**src/rtl/program_loader.sv**
```systemverilog
// Boot loader: streams a program image into CPU memory,
// checks length/bounds/checksum, then releases the CPU at entry_pc.
module program_loader #(
  parameter int ADDR_W    = 11,
  parameter int DATA_W    = 32,
  parameter int MEM_DEPTH = 2048
) (
  input  logic              clk,
  input  logic              rst_n,
  input  logic              load_start,
  input  logic [ADDR_W-1:0] load_base,
  input  logic [ADDR_W:0]   load_len,
  input  logic [ADDR_W-1:0] entry_pc,
  input  logic [DATA_W-1:0] expected_sum,
  input  logic              in_valid,
  input  logic [DATA_W-1:0] in_data,
  output logic              in_ready,
  output logic              mem_wren,
  output logic [ADDR_W-1:0] mem_addr,
  output logic [DATA_W-1:0] mem_wdata,
  output logic              cpu_rst_n,
  output logic [ADDR_W-1:0] cpu_start_pc,
  output logic              busy,
  output logic              done,
  output logic              error,
  output logic [ADDR_W:0]   word_count
);

  typedef enum logic [2:0] {
    IDLE,
    LOAD,
    CHECK,
    RUN,
    FAULT
  } state_t;

  state_t state, state_nx;

  logic [ADDR_W-1:0] base_q;
  logic [ADDR_W:0]   len_q;
  logic [DATA_W-1:0] exp_q;
  logic [DATA_W-1:0] sum_q;

  logic              hs;
  logic              can_start;
  logic              bad_desc;
  logic              last_word;
  logic              sum_ok;
  logic [ADDR_W+1:0] desc_end;

  assign in_ready  = (state == LOAD);
  assign busy      = (state == LOAD) | (state == CHECK);
  assign done      = (state == RUN);
  assign error     = (state == FAULT);
  assign hs        = in_valid & in_ready;
  assign can_start = load_start &
                     ((state == IDLE) | (state == RUN) |
                      (state == FAULT));
  // Widened so base+len can never wrap before the bounds compare.
  assign desc_end  = {2'b00, load_base} + {1'b0, load_len};
  assign bad_desc  = (load_len == '0) |
                     (desc_end > (ADDR_W+2)'(MEM_DEPTH));
  assign last_word = (word_count + (ADDR_W+1)'(1)) == len_q;
  assign sum_ok    = (sum_q == exp_q);

  // State register.
  always_ff @(posedge clk) begin
    if (!rst_n) state <= IDLE;
    else        state <= state_nx;
  end

  // Next-state decode.
  always_comb begin
    state_nx = state;
    unique case (state)
      IDLE, RUN, FAULT: begin
        if (load_start) state_nx = bad_desc ? FAULT : LOAD;
      end
      LOAD: begin
        if (hs && last_word) state_nx = CHECK;
      end
      CHECK: begin
        state_nx = sum_ok ? RUN : FAULT;
      end
      default: state_nx = IDLE;
    endcase
  end

  // Descriptor latch, write port, running sum and CPU control.
  always_ff @(posedge clk) begin
    if (!rst_n) begin
      base_q       <= '0;
      len_q        <= '0;
      exp_q        <= '0;
      sum_q        <= '0;
      word_count   <= '0;
      mem_wren     <= 1'b0;
      mem_addr     <= '0;
      mem_wdata    <= '0;
      cpu_rst_n    <= 1'b0;
      cpu_start_pc <= '0;
    end else begin
      mem_wren <= hs;
      if (can_start) begin
        base_q       <= load_base;
        len_q        <= load_len;
        exp_q        <= expected_sum;
        cpu_start_pc <= entry_pc;
        sum_q        <= '0;
        word_count   <= '0;
        cpu_rst_n    <= 1'b0;
      end else if (state == CHECK && sum_ok) begin
        cpu_rst_n <= 1'b1;
      end
      if (hs) begin
        mem_addr   <= base_q + word_count[ADDR_W-1:0];
        mem_wdata  <= in_data;
        word_count <= word_count + (ADDR_W+1)'(1);
        sum_q      <= sum_q + in_data;
      end
    end
  end

endmodule

```
**config.mk**
```make
export PLATFORM = sky130hd
export DESIGN_NAME = program_loader
export DESIGN_NICKNAME = d
export VERILOG_FILES = /design/src/rtl/program_loader.sv
export SDC_FILE = /design/constraint.sdc
export NUM_CORES = 1
export LEC_CHECK = 0
export CAP_MARGIN = 5
export CORE_ASPECT_RATIO = 1.2
export CORE_MARGIN = 5
export CORE_UTILIZATION = 35
export DETAILED_ROUTE_END_ITERATION = 10
export PLACE_DENSITY = 0.66
export SLEW_MARGIN = 20
export SYNTH_ARGS = -nofsm -noshare
export SYNTH_HDL_FRONTEND = slang
export SYNTH_SLANG_ARGS = --single-unit
```
**constraint.sdc**
```tcl
create_clock -name clk -period 6.87 [get_ports clk]
set_input_delay 1.374 -clock clk [delete_from_list [all_inputs] [get_ports clk]]
set_output_delay 1.374 -clock clk [all_outputs]
set_load 0.1 [all_outputs]
```
==> summary.md <==
| Metric | Value |
|---|---|
| Grt total ovfl | `0` |
| Final setup violating endpoints | `0` |
| Clk slew on worst S/H paths | `about 0.070 ns` |
| Clock Sink Count | `158` |
| P_int | `roughly 1.8 mW` |
| Dominant cell type by area after synthesis | `dfxtp_1` |
| Yosys reg bits | `158` |
| Top cell type's share of synthesized area | `a little over a third` |
| Detailed-router iteration count before antenna repair | `5` |
| Horiz. Die Dim | `approximately 150 um` |
| PortBufs | `173` |
| Gate power share | `a little over a quarter` |
| Hold path depth | `2` |
| Crit path time final | `between 4 and 5 ns` |
| CORE AREA | `about 0.025 mm2` |
| Largest net degree at the start of global routing | `84` |
| CTS root buffer | `clkbuf_16` |
| Net Sw Power | `approximately 0.94 mW` |
| Slew headroom | `around 32%` |
| Ys async rst share | `0%` |
| Worst R2R Setup Slack | `about 3.9 ns` |
| Tot Pwr | `between 2 and 3 mW` |
| Crit path required time | `roughly 7 ns` |
| Mapped Cells | `approximately 1100` |
| Placed inst area | `between 0.01 and 0.015 mm2` |
| Max Slew Vio Count | `0` |
| EDFF count, synth | `0` |
| Row count | `63` |
| Dpl ws | `2.38 ns` |
| Initial Utilization | `a little over a third` |
| Routed Antenna Nets | `0` |
| Cell Count, Final, Fillers Out | `~1600` |
| Hold Path Sink | `mem_addr[2]` |
| Ranking of synthesized cells by area | `dfxtp_1, nand2_1, a21oi_1, ha_1, xnor2_1` |
| DRC viols | `0` |
| Critical path's top delay family | `compound AO/OA/AOI/OAI gates` |
| Final nets | `1415` |
| R2r startpoint | `sum_q[0]` |
| Final Hold Viols | `0` |
| Inst Count DP | `between 1500 and 2000` |
| Die area | `roughly 0.028 mm2` |
| Vias in the first global route | `around 7900` |
| Vias | `8175` |
| Fraction of layout cells with a size suffix above 1 | `about 4.7%` |
| Hold Crit Class | `reg2reg` |
| DP HPWL | `between 15000 and 20000 um` |
| TritonCTS clock tree | `yes` |
| PwrDens | `roughly 240 mW/mm2` |
| Deepest clock path buffer count | `2` |
| Leak pwr | `roughly 4.4 nW` |
| Design area | `between 0.01 and 0.015 mm2` |
| Mean cell area of the mapped netlist | `slightly below 8 um2` |
| Total Neg Setup Slack | `0 ns` |
| Worst skew pair latency | `approximately 0.43 ns` |
| Syn nets | `roughly 1300` |
| Synthesized cell area | `0.00866 mm2` |
| Initial antenna violation count | `3` |
| Routed WL | `25700 um` |
| DR vias/cell | `around 5.1` |
| Die Ht | `182 um` |
| WP buf/inv | `1` |
| Setup Fix Bufs, Post-CTS | `0` |
| CTS Hold Bufs | `0` |
| Sequential cell area fraction in the yosys report | `between 30% and 40%` |
| P&R area growth vs syn | `29.8%` |
| Worst slew pin tran | `between 1 and 1.5 ns` |
| Post-layout util | `45.7%` |
| Part of the cycle the worst path needs | `slightly below 60%` |
| Clk pwr share | `35.8%` |
| Number of DRC markers in iteration 0 | `463` |
| Crit end category | `flip-flop` |
| Worst Setup Slack, final | `approximately 2.8 ns` |
| Reg-to-reg endpoint | `sum_q[28]` |
| Clock Skew | `roughly 0.016 ns` |
| RSZ-0062 raised after global routing | `no` |
| WS Path Type | `in2reg` |
| Cts repair resizes | `0` |
| Hold WS | `about 0.45 ns` |
| H-tree levels | `4` |
| Synth warn | `0` |
| Worst Hold Launch | `mem_addr[2]` |
| I/O Pins | `174` |
| Outcome | `finished clean` |
| Crit path launch type | `primary input` |
| First-pass GRT wire length | `just over 40000 um` |
| Worst-path fanout max | `5` |
| Sequential share of power | `about 38%` |
| Wirelength per Cell | `roughly 16 um` |
| MaxCap Viol Count | `0` |
| Worst vdd ir | `approximately 0.16 mV` |
| Crit path DAT | `~4.3 ns` |
| Most used DFF post-synth | `dfxtp_1` |
| GPL Wtd Cong | `0.882` |
| Number of CTS-inserted buffers | `17` |
| Critical path's largest stage delay | `between 0.4 and 0.5 ns` |
| Worst path slowest cell | `clkdlybuf4s50_1` |
| F_max | `248 MHz` |
| Yosys cell types | `just under 70` |
| R2R depth | `11` |
| Worst path cell trace | `clkdlybuf4s50_1, ha_1, fa_1, a21oi_1, o22ai_1, o31ai_2, o21ai_4, a2111oi_1, or2_1, o21bai_2, xnor2_1, o21ai_1` |
| Total track usage | `around 18%` |
| Switch share | `roughly a third` |
==> cells in the mapped netlist (8+ instances only) <==
master	n
nor3_1	18
ha_1	53
a21o_1	19
o21ai_0	32
clkbuf_1	46
xor2_1	44
dfxtp_1	158
o21ai_1	8
nor2_1	41
nor4_1	12
o21bai_1	8
nand3_1	40
xnor2_1	47
nand2_1	280
inv_1	20
a21oi_1	175
==> routing by layer <==
metal  up-vias  GRT usage, %  part of all wire [%]
met5         -             0                 0.074
met4         4          5.62                   2.2
met3        34          3.63                   5.0
met2       176          32.2                    51
met1      3816          21.2                    41
li1       4145             -                     -
==> power by group through the flow <==
stage | logic [mW] | registers, mW | clock network (mW)
after floorplan | 0.360 | 1.18 | 0
after global placement | 0.716 | 1.04 | 0
after detailed placement | 0.720 | 1.05 | 0
after CTS | 0.723 | 1.03 | 0.996
after global routing | 0.775 | 1.03 | 1.04
final | 0.714 | 1.02 | 0.971
==> flip-flops by register name, summed over array words and instances (netlist names) <==
name,cells
cpu_rst_n,1
sum_q,32
word_count,12
base_q,11
mem_addr,11
mem_wren,1
cpu_start_pc,11
len_q,12
state,3
exp_q,32
mem_wdata,32
==> cell type report <==
type	count	area [um2]
timing repair buffer	179	1780
tap	325	407
inverter	20	77.6
antenna	1	2.50
clock inverter	15	178
sequential	158	3160
multi-input combinational	881	5220
clock buffer	17	425
fill	2540	13300
==> placed cells by master, fill, tap and decap left out, types with 5 or more instances in the layout <==
cell             instances
buf_4                    6
a21o_1                  19
nor2_1                  41
a31oi_1                  7
xnor2_1                 47
o21ai_1                  7
dfxtp_1                158
inv_6                    5
inv_1                   19
nand2_1                279
nor3_1                  18
clkbuf_16               17
a211oi_1                 7
clkdlybuf4s50_1        173
xor2_1                  44
nand3_1                 40
a21oi_1                175
o21bai_1                 8
o21ai_0                 32
nor4_1                  12
nand4_1                  6
ha_1                    53
==> worst max path at each step <==
stage | startpoint | end | slack [ns] | cells past startpoint
3_3_place_gp | in_data[0] | sum_q[30] | 2.45 | 12
5_1_grt | in_data[0] | sum_q[30] | 2.59 | 12
4_1_cts | in_data[0] | sum_q[28] | 2.83 | 12
6_report | in_data[0] | sum_q[28] | 2.84 | 12
3_5_place_dp | in_data[0] | sum_q[28] | 2.38 | 12
2_1_floorplan | in_data[0] | sum_q[28] | 3.19 | 11
==> kinds of logic after synthesis <==
group | share of synthesized area, %
AOI/OAI and AO/OA | 20.7
and+or+nand+nor | 21.7
muxes | 0.116
buffers and inverters | 3.45
adders and majority gates | 8.35
DFF | 36.5
xor gates and xnor gates | 9.20
==> worst min-delay path: stages, from the launching register on <==
cell     delay, ns
dfxtp_1       0.31
nand2_1       0.05
a21oi_1       0.05
Power figures use the tool's default switching activity.
